==> config.mk <==
export PLATFORM = sky130hd
export DESIGN_NAME = stage_evaluator
export DESIGN_NICKNAME = d
export VERILOG_FILES = /design/src/rtl/stage_evaluator.sv
export SDC_FILE = /design/constraint.sdc
export NUM_CORES = 1
export LEC_CHECK = 0
export ABC_AREA = 1
export BUFFER_PORTS_ARGS = -buffer_cell sky130_fd_sc_hd__buf_2
export CORE_ASPECT_RATIO = 0.9
export CORE_MARGIN = 2
export CORE_UTILIZATION = 40
export CTS_CLUSTER_SIZE = 24
export DETAILED_ROUTE_END_ITERATION = 7
export GPL_ROUTABILITY_DRIVEN = 0
export GPL_TIMING_DRIVEN = 1
export PLACE_DENSITY = 0.68
export SLEW_MARGIN = 20
export SYNTH_ARGS = -nofsm -noshare
export SYNTH_HDL_FRONTEND = slang
export SYNTH_SLANG_ARGS = --single-unit
==> constraint.sdc <==
create_clock -name clk_i -period 3.87 [get_ports clk_i]
set_clock_uncertainty 0.15 [all_clocks]
set_input_delay 0.387 -clock clk_i [delete_from_list [all_inputs] [get_ports clk_i]]
set_output_delay 0.387 -clock clk_i [all_outputs]
set_load 0.01 [all_outputs]
==> src/rtl/stage_evaluator.sv <==
// Consumer side of the classifier-ROM sequencer: buffers weak-classifier words, fetches features,
// accumulates leaf values per stage and issues next-stage / break / face / reject decisions.
module stage_evaluator #(
    parameter int VAL_W      = 16,
    parameter int SUM_W      = 20,
    parameter int IDX_W      = 12,
    parameter int FIFO_DEPTH = 2
) (
    input  logic               clk_i,
    input  logic               rst_i,
    input  logic               win_val_i,
    input  logic               abort_i,
    input  logic [3*VAL_W-1:0] rom_data_i,
    input  logic               rom_val_i,
    input  logic               stage_val_i,
    input  logic               stage_last_i,
    output logic               wait_o,
    output logic               next_stage_o,
    output logic               break_o,
    // feat_req_o/feat_idx_o stay stable until the cycle feat_ack_i is seen high; that cycle completes the transfer.
    output logic               feat_req_o,
    output logic [IDX_W-1:0]   feat_idx_o,
    input  logic               feat_ack_i,
    input  logic [VAL_W-1:0]   feat_val_i,
    output logic               face_o,
    output logic               reject_o,
    output logic [4:0]         stage_num_o,
    output logic               err_o,
    output logic [1:0]         state_o,
    output logic [1:0]         fifo_count_o
);

    typedef enum logic [1:0] {
        IDLE   = 2'd0,
        FETCH  = 2'd1,
        FEAT   = 2'd2,
        DECIDE = 2'd3
    } state_t;

    state_t                   state_q, state_d;
    logic [3*VAL_W-1:0]       fifo_mem [FIFO_DEPTH];
    logic                     wr_ptr, rd_ptr;
    logic [1:0]               fifo_count;
    logic                     fifo_full, push_req, push, pop, flush;
    logic signed [VAL_W-1:0]  node_thr, left_val, right_val, feat_val, leaf;
    logic signed [SUM_W-1:0]  acc, leaf_ext, stage_thr;
    logic [IDX_W-1:0]         idx;
    logic [4:0]               stage_num;
    logic                     err;
    logic                     acc_clr, acc_add, idx_clr, idx_inc, stage_clr, stage_inc;

    // Words are only accepted inside a window; a word racing an abort belongs to the dropped window.
    assign fifo_full = (fifo_count == 2'(FIFO_DEPTH));
    assign push_req  = rom_val_i && (state_q != IDLE) && !abort_i;
    assign push      = push_req && !fifo_full;

    assign feat_val  = feat_val_i;
    assign leaf      = (feat_val < node_thr) ? left_val : right_val;
    assign leaf_ext  = {{(SUM_W-VAL_W){leaf[VAL_W-1]}}, leaf};
    assign stage_thr = {{(SUM_W-VAL_W){rom_data_i[VAL_W-1]}}, rom_data_i[VAL_W-1:0]};

    assign feat_req_o   = (state_q == FEAT);
    assign wait_o       = (state_q == IDLE) || (fifo_count != 2'd0) || feat_req_o;
    assign feat_idx_o   = idx;
    assign stage_num_o  = stage_num;
    assign err_o        = err;
    assign state_o      = state_q;
    assign fifo_count_o = fifo_count;

    always_comb begin
        state_d      = state_q;
        pop          = 1'b0;
        flush        = 1'b0;
        acc_clr      = 1'b0;
        acc_add      = 1'b0;
        idx_clr      = 1'b0;
        idx_inc      = 1'b0;
        stage_clr    = 1'b0;
        stage_inc    = 1'b0;
        next_stage_o = 1'b0;
        break_o      = 1'b0;
        face_o       = 1'b0;
        reject_o     = 1'b0;
        if (rst_i) begin
            state_d = IDLE;
        end else if ((state_q != IDLE) && abort_i) begin
            flush   = 1'b1;
            break_o = 1'b1;
            state_d = IDLE;
        end else begin
            case (state_q)
                IDLE: begin
                    if (win_val_i) begin
                        acc_clr   = 1'b1;
                        idx_clr   = 1'b1;
                        stage_clr = 1'b1;
                        state_d   = FETCH;
                    end
                end
                FETCH: begin
                    if (fifo_count != 2'd0) begin
                        pop     = 1'b1;
                        state_d = FEAT;
                    end else if (stage_val_i) begin
                        state_d = DECIDE;
                    end
                end
                FEAT: begin
                    if (feat_ack_i) begin
                        acc_add = 1'b1;
                        idx_inc = 1'b1;
                        state_d = FETCH;
                    end
                end
                DECIDE: begin
                    if (acc >= stage_thr) begin
                        if (stage_last_i) begin
                            face_o  = 1'b1;
                            break_o = 1'b1;
                            state_d = IDLE;
                        end else begin
                            next_stage_o = 1'b1;
                            stage_inc    = 1'b1;
                            acc_clr      = 1'b1;
                            state_d      = FETCH;
                        end
                    end else begin
                        reject_o = 1'b1;
                        break_o  = 1'b1;
                        state_d  = IDLE;
                    end
                end
                default: state_d = IDLE;
            endcase
        end
    end

    always_ff @(posedge clk_i) begin
        if (rst_i) begin
            state_q <= IDLE;
        end else begin
            state_q <= state_d;
        end
    end

    always_ff @(posedge clk_i) begin
        if (rst_i) begin
            wr_ptr     <= 1'b0;
            rd_ptr     <= 1'b0;
            fifo_count <= 2'd0;
            err        <= 1'b0;
        end else begin
            if (push_req && fifo_full) begin
                err <= 1'b1;
            end
            if (flush) begin
                wr_ptr     <= 1'b0;
                rd_ptr     <= 1'b0;
                fifo_count <= 2'd0;
            end else begin
                if (push) wr_ptr <= ~wr_ptr;
                if (pop)  rd_ptr <= ~rd_ptr;
                if (push && !pop) begin
                    fifo_count <= fifo_count + 2'd1;
                end else if (pop && !push) begin
                    fifo_count <= fifo_count - 2'd1;
                end
            end
        end
    end

    always_ff @(posedge clk_i) begin
        if (push) begin
            fifo_mem[wr_ptr] <= rom_data_i;
        end
    end

    always_ff @(posedge clk_i) begin
        if (rst_i) begin
            node_thr  <= '0;
            left_val  <= '0;
            right_val <= '0;
            acc       <= '0;
            idx       <= '0;
            stage_num <= '0;
        end else begin
            if (pop) begin
                {node_thr, left_val, right_val} <= fifo_mem[rd_ptr];
            end
            if (acc_clr) begin
                acc <= '0;
            end else if (acc_add) begin
                acc <= acc + leaf_ext;
            end
            if (idx_clr) begin
                idx <= '0;
            end else if (idx_inc) begin
                idx <= idx + 1'b1;
            end
            if (stage_clr) begin
                stage_num <= '0;
            end else if (stage_inc) begin
                stage_num <= stage_num + 5'd1;
            end
        end
    end

endmodule

== Word-level counts from Yosys, hierarchy flattened ==
Memory sizes are Yosys's and may differ from the RTL's. A register that Yosys moved wholly into a read port is not among the register bits.
Cells that the tools add are included.

* Add/sub/neg operators: 5
* $lt $le $gt $ge: 2
* Eq/ne operators: 7
* Muxes and demuxes: 47
* Bitwise logic cells: 2
* Reduce and logical (&&, ||, !) cells: 22

{| class="wikitable"
|+ Operator list
! cell !! number
|-
| $mux 1 || 37
|-
| $add 20x16->20 || 1
|-
| $ge 20x16->1 || 1
|-
| $lt 16x16->1 || 1
|-
| $mux 16 || 1
|-
| $mux 2 || 7
|-
| $add 12x1->12 const B || 1
|-
| $pmux 2 s4 || 1
|-
| $reduce_or 2->1 || 4
|-
| $logic_and 1x1->1 || 7
|-
| $eq 2x2->1 const B || 3
|-
| $reduce_bool 2->1 || 3
|-
| $add 5x1->5 const B || 1
|-
| $logic_not 1->1 || 4
|-
| $ne 3x3->1 const B || 1
|-
| $reduce_and 3->1 || 1
|-
| $add 2x1->2 const B || 1
|-
| $eq 2x1->1 const B || 1
|-
| $logic_not 2->1 || 1
|-
| $logic_or 1x1->1 || 2
|-
| $ne 2x1->1 const B || 1
|-
| $ne 2x2->1 const B || 1
|-
| $not 1->1 || 2
|-
| $pmux 1 s2 || 1
|-
| $sub 2x1->2 const B || 1
|}

* Flip-flop bits (word level): 44
* RAM bits: 96
* Output and inout bits: 28
* Word-level logic and storage cells: 94
* Memories: 1

{| class="wikitable"
|+ Memories
! memory !! depth !! width !! read ports !! clocked after memory_dff !! wr ports !! RTL line !! source
|-
| fifo_mem || 2 || 48 || 1 || 1 || 1 || 41 || <nowiki>logic [3*VAL_W-1:0] fifo_mem [FIFO_DEPTH];</nowiki>
|}

== Longest topological paths before layout ==
Gate-level depths: netlist of run 1.

* Word-level depth: 8
* Gate-level depth with buffers: 28
* Gate-level depth less buffers: 27

== Least setup slack after synthesis of run 1 ==
OpenSTA, ideal clock, no wires.

* Path kind: flip-flop to flip-flop
* Start: reg state_q[0] (netlist: state_o[0])
* End: mem fifo_mem[0][0] (netlist bit), enable pin
* Arrival time: 3.166 ns
* Setup slack: 0.099 ns
* Cell stages (with the launch flop): 8
* Path buffers: 0
* Path through: dfxtp_1 > inv_1 > ha_1 > inv_1 > nand3_1 > nor2_1 > inv_1 > nor2_1

* Cells in the longest elaborated chain, start to end: 6

{| class="wikitable"
|+ Ends and longest elaborated chain
! item !! RTL line !! source
|-
| start, declared || 40 || <nowiki>state_t state_q, state_d;</nowiki>
|-
| start signal, assigned || 142 || <nowiki>state_q <= state_d;</nowiki>
|-
| $reduce_bool 2->1 || 54 || <nowiki>assign push_req = rom_val_i && (state_q != IDLE) && !abort_i;</nowiki>
|-
| $logic_and 1x1->1 (2 in a row) || 54 ||
|-
| $logic_and 1x1->1 || 55 || <nowiki>assign push = push_req && !fifo_full;</nowiki>
|-
| via push || 44 || <nowiki>logic fifo_full, push_req, push, pop, flush;</nowiki>
|-
| $mux 1 || 173 || <nowiki>if (push) begin</nowiki>
|-
| $mux 1 (not written as such) || 174 || <nowiki>fifo_mem[wr_ptr] <= rom_data_i;</nowiki>
|-
| end, declared || 41 ||
|}

The timed path passes the listed nets, and every way through them passes these cells.

== Worst setup path after layout of run 1 ==
* Start: reg node_thr[15], read port of fifo_mem
* End: reg acc[13]

* Cells in the longest elaborated chain, start to end: 3

{| class="wikitable"
|+ Ends and longest elaborated chain
! item !! RTL line !! source
|-
| start, declared || 45 || <nowiki>logic signed [VAL_W-1:0] node_thr, left_val, right_val, feat_val, leaf;</nowiki>
|-
| $lt 16x16->1 || 58 || <nowiki>assign leaf = (feat_val < node_thr) ? left_val : right_val;</nowiki>
|-
| $mux 16 || 58 ||
|-
| $add 20x16->20 || 193 || <nowiki>acc <= acc + leaf_ext;</nowiki>
|-
| end signal, assigned || 193 ||
|-
| end, declared || 46 || <nowiki>logic signed [SUM_W-1:0] acc, leaf_ext, stage_thr;</nowiki>
|}

Every way passes these cells.
A chain may end at the register's enable or synchronous reset.

==> results of run 1 <==
==> layout make-up <==
class	count	share of cell area, %
inverter	101	3.43
antenna	1	0.0226
clock inverter	14	1.39
multi-input combinational	692	35.4
tap	297	3.35
clock buffer	18	3.96
timing repair buffer	162	9.82
sequential	188	42.6
==> flip-flops by register name, summed over array words and instances (netlist names) <==
| register | flops |
|---|---|
| stage_num_o | 5 |
| node_thr | 16 |
| feat_idx_o | 12 |
| fifo_count_o | 2 |
| rd_ptr | 1 |
| err_o | 1 |
| acc | 20 |
| state_o | 2 |
| right_val | 16 |
| left_val | 16 |
| fifo_mem | 96 |
| wr_ptr | 1 |
==> critical path, delay by kind of cell (launching register included) <==
kind	cells	cell delay (ns)
and+or+nand+nor	9	1.25
AOI/OAI and AO/OA	7	1.03
adders and majority gates	2	0.58
DFF	1	0.36
buffers and inverters	2	0.17
==> Yosys cell counts, types with 2 or more instances <==
| library cell | n |
|---|---|
| nand2_1 | 254 |
| a31oi_1 | 52 |
| mux2i_1 | 3 |
| edfxtp_1 | 96 |
| or2_0 | 2 |
| nor4_1 | 2 |
| inv_2 | 2 |
| clkbuf_1 | 27 |
| o21ai_0 | 81 |
| or2_2 | 4 |
| nand2_2 | 4 |
| nand3_2 | 3 |
| o21ai_1 | 4 |
| and3_1 | 2 |
| xnor2_1 | 3 |
| nor3_1 | 11 |
| o21bai_1 | 7 |
| nand3_1 | 33 |
| a21oi_1 | 68 |
| nor2_1 | 51 |
| xor2_1 | 7 |
| buf_2 | 7 |
| nand4_1 | 8 |
| o21a_1 | 6 |
| ha_1 | 63 |
| inv_1 | 98 |
| a22oi_1 | 6 |
| a21o_1 | 3 |
| nor2_2 | 4 |
| dfxtp_1 | 92 |
==> cell families (layout without fill, tap and decap cells) <==
group / Yosys count / after routing / synth area share, %
xor gates and xnor gates: 10 / 10 / 0.964
adders and majority gates: 64 / 64 / 8.89
other: 0 / 1 / 0
buffers and inverters: 136 / 295 / 5.81
AOI/OAI and AO/OA: 231 / 231 / 14.2
and+or+nand+nor: 383 / 384 / 17.9
muxes: 3 / 3 / 0.330
DFF: 188 / 188 / 52.0
==> timing repair <==
item / in CTS / in global routing
hold buffers: 38 / 0
setup buffers: 0 / 1
setup endpoints to repair: 1 / 10
gates resized for setup: 1 / 11
endpoints found under the hold margin: 75 / 0
pin swaps: 0 / 1
cloned: 0 / 1
==> metal layers <==
layer / wire [µm] / vias to the layer above / track usage [%]
li1: - / 3782 / -
met1: 10300 / 3438 / 25.7
met2: 9540 / 203 / 28.5
met3: 1120 / 20 / 3.50
met4: 254 / 0 / 5.75
met5: 0 / - / 0
==> cells in the final DEF, fill, tap and decap left out, types with 2 or more instances in the layout <==
cell type / netlist / final
edfxtp_1: 96 / 96
inv_6: 0 / 3
nor3_1: 11 / 11
inv_8: 0 / 3
xnor2_1: 3 / 3
nand2_4: 0 / 2
and3_1: 2 / 2
a21o_1: 3 / 3
nor2_4: 0 / 3
a21oi_1: 68 / 66
clkinv_8: 0 / 4
clkbuf_16: 0 / 17
a22oi_1: 6 / 6
inv_2: 2 / 2
or2_2: 4 / 4
inv_1: 98 / 98
nor4_1: 2 / 2
nand4_1: 8 / 8
nand2_1: 254 / 251
clkinvlp_4: 0 / 2
nor2_2: 4 / 6
nand3_2: 3 / 4
xor2_1: 7 / 7
nor2_1: 51 / 46
dlygate4sd3_1: 0 / 38
mux2i_1: 3 / 3
ha_1: 63 / 62
nand2_2: 4 / 6
or2_0: 2 / 2
buf_12: 0 / 2
o21ai_1: 4 / 4
a21oi_2: 0 / 2
o21ai_0: 81 / 81
buf_2: 7 / 99
o21a_1: 6 / 6
nand3_1: 33 / 32
o21bai_1: 7 / 7
a31oi_1: 52 / 51
dfxtp_1: 92 / 91
buf_4: 0 / 23
==> power breakdown <==
part | switching (mW) | internal [mW] | total (mW)
logic | 0.572 | 0.309 | 0.881
clock network | 0.848 | 0.880 | 1.73
registers | 0.0693 | 2.25 | 2.32
total | 1.49 | 3.44 | 4.93
==> stage by stage <==
| stage | utilization, % | power (mW) | instances | hold WS [ns] | worst slack, ns |
|---|---|---|---|---|---|
| after CTS | 49.2 | 4.95 | 1470 | 0.00191 | 0.0682 |
| after detailed placement | 44.8 | 3.20 | 1400 | 0.315 | -0.107 |
| final | 49.5 | 4.93 | 1473 | 0.0213 | 0.209 |
| after global routing | 49.5 | 5.17 | 1473 | 0.0135 | -0.00210 |
| after global placement | 44.8 | 3.18 | 1400 | 0.303 | -0.0651 |
| after floorplan | - | 2.90 | 1015 | 0.309 | 0.0986 |
==> path summary, 6_finish.rpt <==
check,end,from,slack (ns),cells after the start
min,fifo_mem[1][0],rom_data_i[0],0.02,1
max reg2reg,acc[13],node_thr[15],0.21,20
min reg2reg,feat_idx_o[4],feat_idx_o[4],0.32,2
max,acc[13],node_thr[15],0.21,20
==> flow_summary.ini, run 1 <==
[timing]
min_period_ns = 3.66
clock.fmax_mhz = 273
tightest_slew_ns = 0.883
finalHoldViolations = 0
maxSlewViolCount = 0
setup_violations = 0
slew_headroom_pct = 41.1
post-route-period-util_pct = 94.6
final.setup.tns_ns = 0

[drt]
vias = 7443
wl_per_cell_um = 14.4
drt_iter0_drc = 596
ant_nets = 0
routed_via_density = 5.05
route.detailed.drc = 0
wirelength_mm = 21.2
first_pass_iters = 5

[logic_synthesis]
synth-edff-count = 96
yosysWarnings = 0
synthDistinctLibCells = 42
ys_ff_latch = 188
synth_flop_cell = edfxtp_1
avgSynthCellArea_um2 = 8.95
yosysSeqAreaShare_pct = 52.0
synth_top_area_share_pct = 31.7
yosys-top-cells-area = edfxtp_1, dfxtp_1, nand2_1, ha_1, o21ai_0
synth_nets = 1151
netlist_area_um2 = 9090
netlist_instances = 1015
async_reset_ff_share_pct = 0
synth_top_cell_by_area = edfxtp_1

[final_layout]
area_delta_synth_final_pct = 21.9
final_area_um2 = 11100
num-fill-cells = 2092
drive_gt1_share_pct = 16.3
nets = 1298
multi_input_area_um2 = 3920
seq_area_um2 = 4730

[power_and_ir_drop]
powerDensity_nw_per_um2 = 445
vdd.ir_drop.worst_mv = 0.351
p_leak_nw = 4.69

[clocking]
path_clk_slew_ns = 0.07
cts_buffers = 17
clkSinkCount = 188
htree_levels = 4
clock_latency_ns = 0.44
cts_root_buf = clkbuf_16
cts_max_path_buffers = 2
cts_tree = done

[die]
die_area_um2 = 23900
initial_core_util_pct = 40.6
fp.dieW_um = 163
coreArea_um2 = 22400
pin_count = 100
rows = 52
fp.dieH_um = 147

[critical_path]
worstSetupPathType = register to register
cp-start-kind = register
cp.required_ns = 4.05
worstSetupEndpointType = register
cpPeakStageDelay_ns = 0.36
cpMostUsedCell = nand2_1
path_cells = inv_1 > ha_4 > nand2_1 > or2_0 > and3b_1 > nand2_1 > nand2_2 > nand2_4 > nand2_1 > nand2_1 > ha_1 > a21oi_1 > o21ai_1 > nor2_2 > inv_1 > a21oi_2 > o21bai_1 > o21ai_0 > a21oi_1 > o21a_1
slowest_stage = dfxtp_1
crit_arrival_ns = 3.84
crit_fanout = 9

[global_route]
grt_pass1_vias = 7076
grt_start_max_net_pins = 97
grt_usage_pct = 18.2
gr-total-overflow = 0
antenna_found_initial = 1
grt_pass1_wl_mm = 34.7

[place]
place_hpwl_mm = 14.4
port_buffers = 99
placed_cell_area_um2 = 10000

[hold_path]
hold_path.class = primary input to register

[flow_run]
drv_cap = 0

[outcome]
outcome = finished, final reports clean
Power figures use the tool's default switching activity.
==> run 2: changes to the inputs <==
--- a/config.mk
+++ b/config.mk
@@ -6,15 +6,16 @@
 export NUM_CORES = 1
 export LEC_CHECK = 0
 export ABC_AREA = 1
-export BUFFER_PORTS_ARGS = -buffer_cell sky130_fd_sc_hd__buf_2
 export CORE_ASPECT_RATIO = 0.9
 export CORE_MARGIN = 2
 export CORE_UTILIZATION = 40
+export CTS_CLUSTER_DIAMETER = 200
 export CTS_CLUSTER_SIZE = 24
 export DETAILED_ROUTE_END_ITERATION = 7
+export DONT_BUFFER_PORTS = 1
 export GPL_ROUTABILITY_DRIVEN = 0
 export GPL_TIMING_DRIVEN = 1
-export PLACE_DENSITY = 0.68
+export PLACE_DENSITY = 0.64
 export SLEW_MARGIN = 20
 export SYNTH_ARGS = -nofsm -noshare
 export SYNTH_HDL_FRONTEND = slang
==> run 2 against run 1 <==
Compared with the run above: design area decreased by 3.5%; non-clock buffer count decreased by 102; sequential share of layout area is 1.5 points higher; largest power group unchanged; highest routed layer unchanged.
==> flow_summary.ini, run 2 (same netlist as run 1, synthesis figures left out) <==
[final_layout]
seq_area_um2 = 4730
final_common_cell = nand2_1
regMostFlops = fifo_mem
area_delta_synth_final_pct = 17.7
drive_gt1_share_pct = 7.91
nets = 1197
final_area_um2 = 10700
largest_reg_flops = 96
final_core_util_pct = 47.8
mostFrequentLayoutCells = nand2_1, inv_1, edfxtp_1
antenna_cells = 0
multi_input_area_um2 = 3960
num-fill-cells = 2103
reg_top3 = fifo_mem (96), acc (20)

[timing]
clock.fmax_mhz = 274
post-route-period-util_pct = 94.4
finalHoldViolations = 0
setup_violations = 0
maxSlewViolCount = 0
final.setup.tns_ns = 0
rsz0062_at_grt = no
min_period_ns = 3.65
slew_headroom_pct = 41.6
tightest_slew_ns = 0.877

[drt]
vias = 7062
first_pass_iters = 5
wl_per_cell_um = 15.6
wirelength_mm = 21.3
drt_iter0_drc = 459
ant_nets = 0
routed_via_density = 5.15
route.detailed.drc = 0

[clocking]
clock_latency_ns = 0.43
cts_max_path_buffers = 2
path_clk_slew_ns = 0.08
cts_root_buf = clkbuf_16
cts_buffers = 17
clkSinkCount = 188
htree_levels = 4
cts_tree = done

[critical_path]
worstSetupEndpointType = register
cp.required_ns = 4.06
reg2reg_slack_ns = 0.22
worstSetupPathType = register to register
r2r-start = node_thr[15]
crit_fanout = 8
crit_arrival_ns = 3.85
rr_endpoint = acc[12]
endpoint = acc[12]
worst-r2r-cell-count = 21
cp-startpoint = node_thr[15]
cp-start-kind = register

[die]
fp.dieW_um = 163
fp.dieH_um = 147
initial_core_util_pct = 40.6
pin_count = 100
rows = 52
die_area_um2 = 23900
coreArea_um2 = 22400

[hold_path]
hold_path.class = primary input to register

[place]
place_hpwl_mm = 13.8
port_buffers = 0
placed_cell_area_um2 = 9450

[power_and_ir_drop]
vdd.ir_drop.worst_mv = 0.343
total_power_mw = 5.03
p_leak_nw = 4.29
powerDensity_nw_per_um2 = 470

[global_route]
grt_pass1_wl_mm = 34.4
grt_pass1_vias = 6742
grt_start_max_net_pins = 97
gr-total-overflow = 0
antenna_found_initial = 0
grt_usage_pct = 18.2

[flow_run]
drv_cap = 0

[outcome]
outcome = finished, final reports clean
-- run 2: cell types whose count changed in the layout (fill, tap and decap cells not counted), moves of 2 or more --
cell | before | now
buf_2 | 99 | 0
buf_4 | 23 | 8
dlygate4sd3_1 | 38 | 49
a21oi_1 | 66 | 62
a21oi_2 | 2 | 6
bufinv_16 | 0 | 3
clkinvlp_4 | 2 | 0
o21ai_0 | 81 | 79
-- run 2: how the worst min path moves through the flow --
stage                             from          to  slack, ns  depth (start not counted)
final                     stage_last_i  state_o[0]       0.03                          3
after global routing      stage_last_i  state_o[0]       0.03                          3
after CTS                 stage_last_i  state_o[0]       0.02                          3
after detailed placement         rst_i       err_o       0.32                          1
after global placement           rst_i       err_o       0.31                          1
after floorplan                  rst_i       err_o       0.31                          1
-- run 2: critical path, cell delays in order, from the launching register on --
cell and delay [ns]:
dfxtp_1 0.35, inv_1 0.09, ha_4 0.29, nand2_1 0.07
or2_0 0.24, and3b_1 0.21, nand2_1 0.08, nand2_2 0.12
nand2_4 0.17, nand2_1 0.07, nand2_1 0.07, ha_2 0.20
inv_1 0.06, fa_1 0.39, nor2_1 0.16, nand2_1 0.07
nand2_1 0.10, nand3_1 0.11, nand3_2 0.13, xor2_1 0.20
nand2_1 0.07, a22oi_1 0.18
-- run 2: final cells by class --
cell class / instances / share of cell area (%)
sequential: 188 / 44.2
multi-input combinational: 693 / 37.0
timing repair buffer: 60 / 5.71
clock buffer: 18 / 4.01
inverter: 101 / 3.56
tap: 297 / 3.47
clock inverter: 14 / 2.05
-- run 2: report_power, final --
| part | leakage, nW | internal [mW] | total, mW | switching, mW |
|---|---|---|---|---|
| combinational | 2.36 | 0.266 | 0.808 | 0.543 |
| clock | 0.316 | 1.06 | 1.90 | 0.836 |
| sequential | 1.61 | 2.25 | 2.33 | 0.0796 |
-- run 2: layer usage --
metal	GRT usage [%]	wire length (µm)
met5	0	0
met4	4.12	250
met3	5.25	1500
met2	28.1	9220
met1	25.4	10400
-- run 2: what timing repair did --
item / CTS / global route
setup endpoints to repair: 1 / 11
pin swaps: 0 / 1
setup buffers: 0 / 1
cloned: 0 / 2
hold endpoints to repair: 101 / 0
resized for setup: 1 / 20
hold buffers: 49 / 0
-- run 2: metrics by stage --
step	cells	hold WS, ns	setup slack [ns]
floorplan	1015	0.309	0.0986
global placement	1287	0.311	0.0610
detailed placement	1287	0.315	0.0353
CTS	1368	0.0207	0.0680
global route	1371	0.0326	0.000245
finish	1371	0.0335	0.219
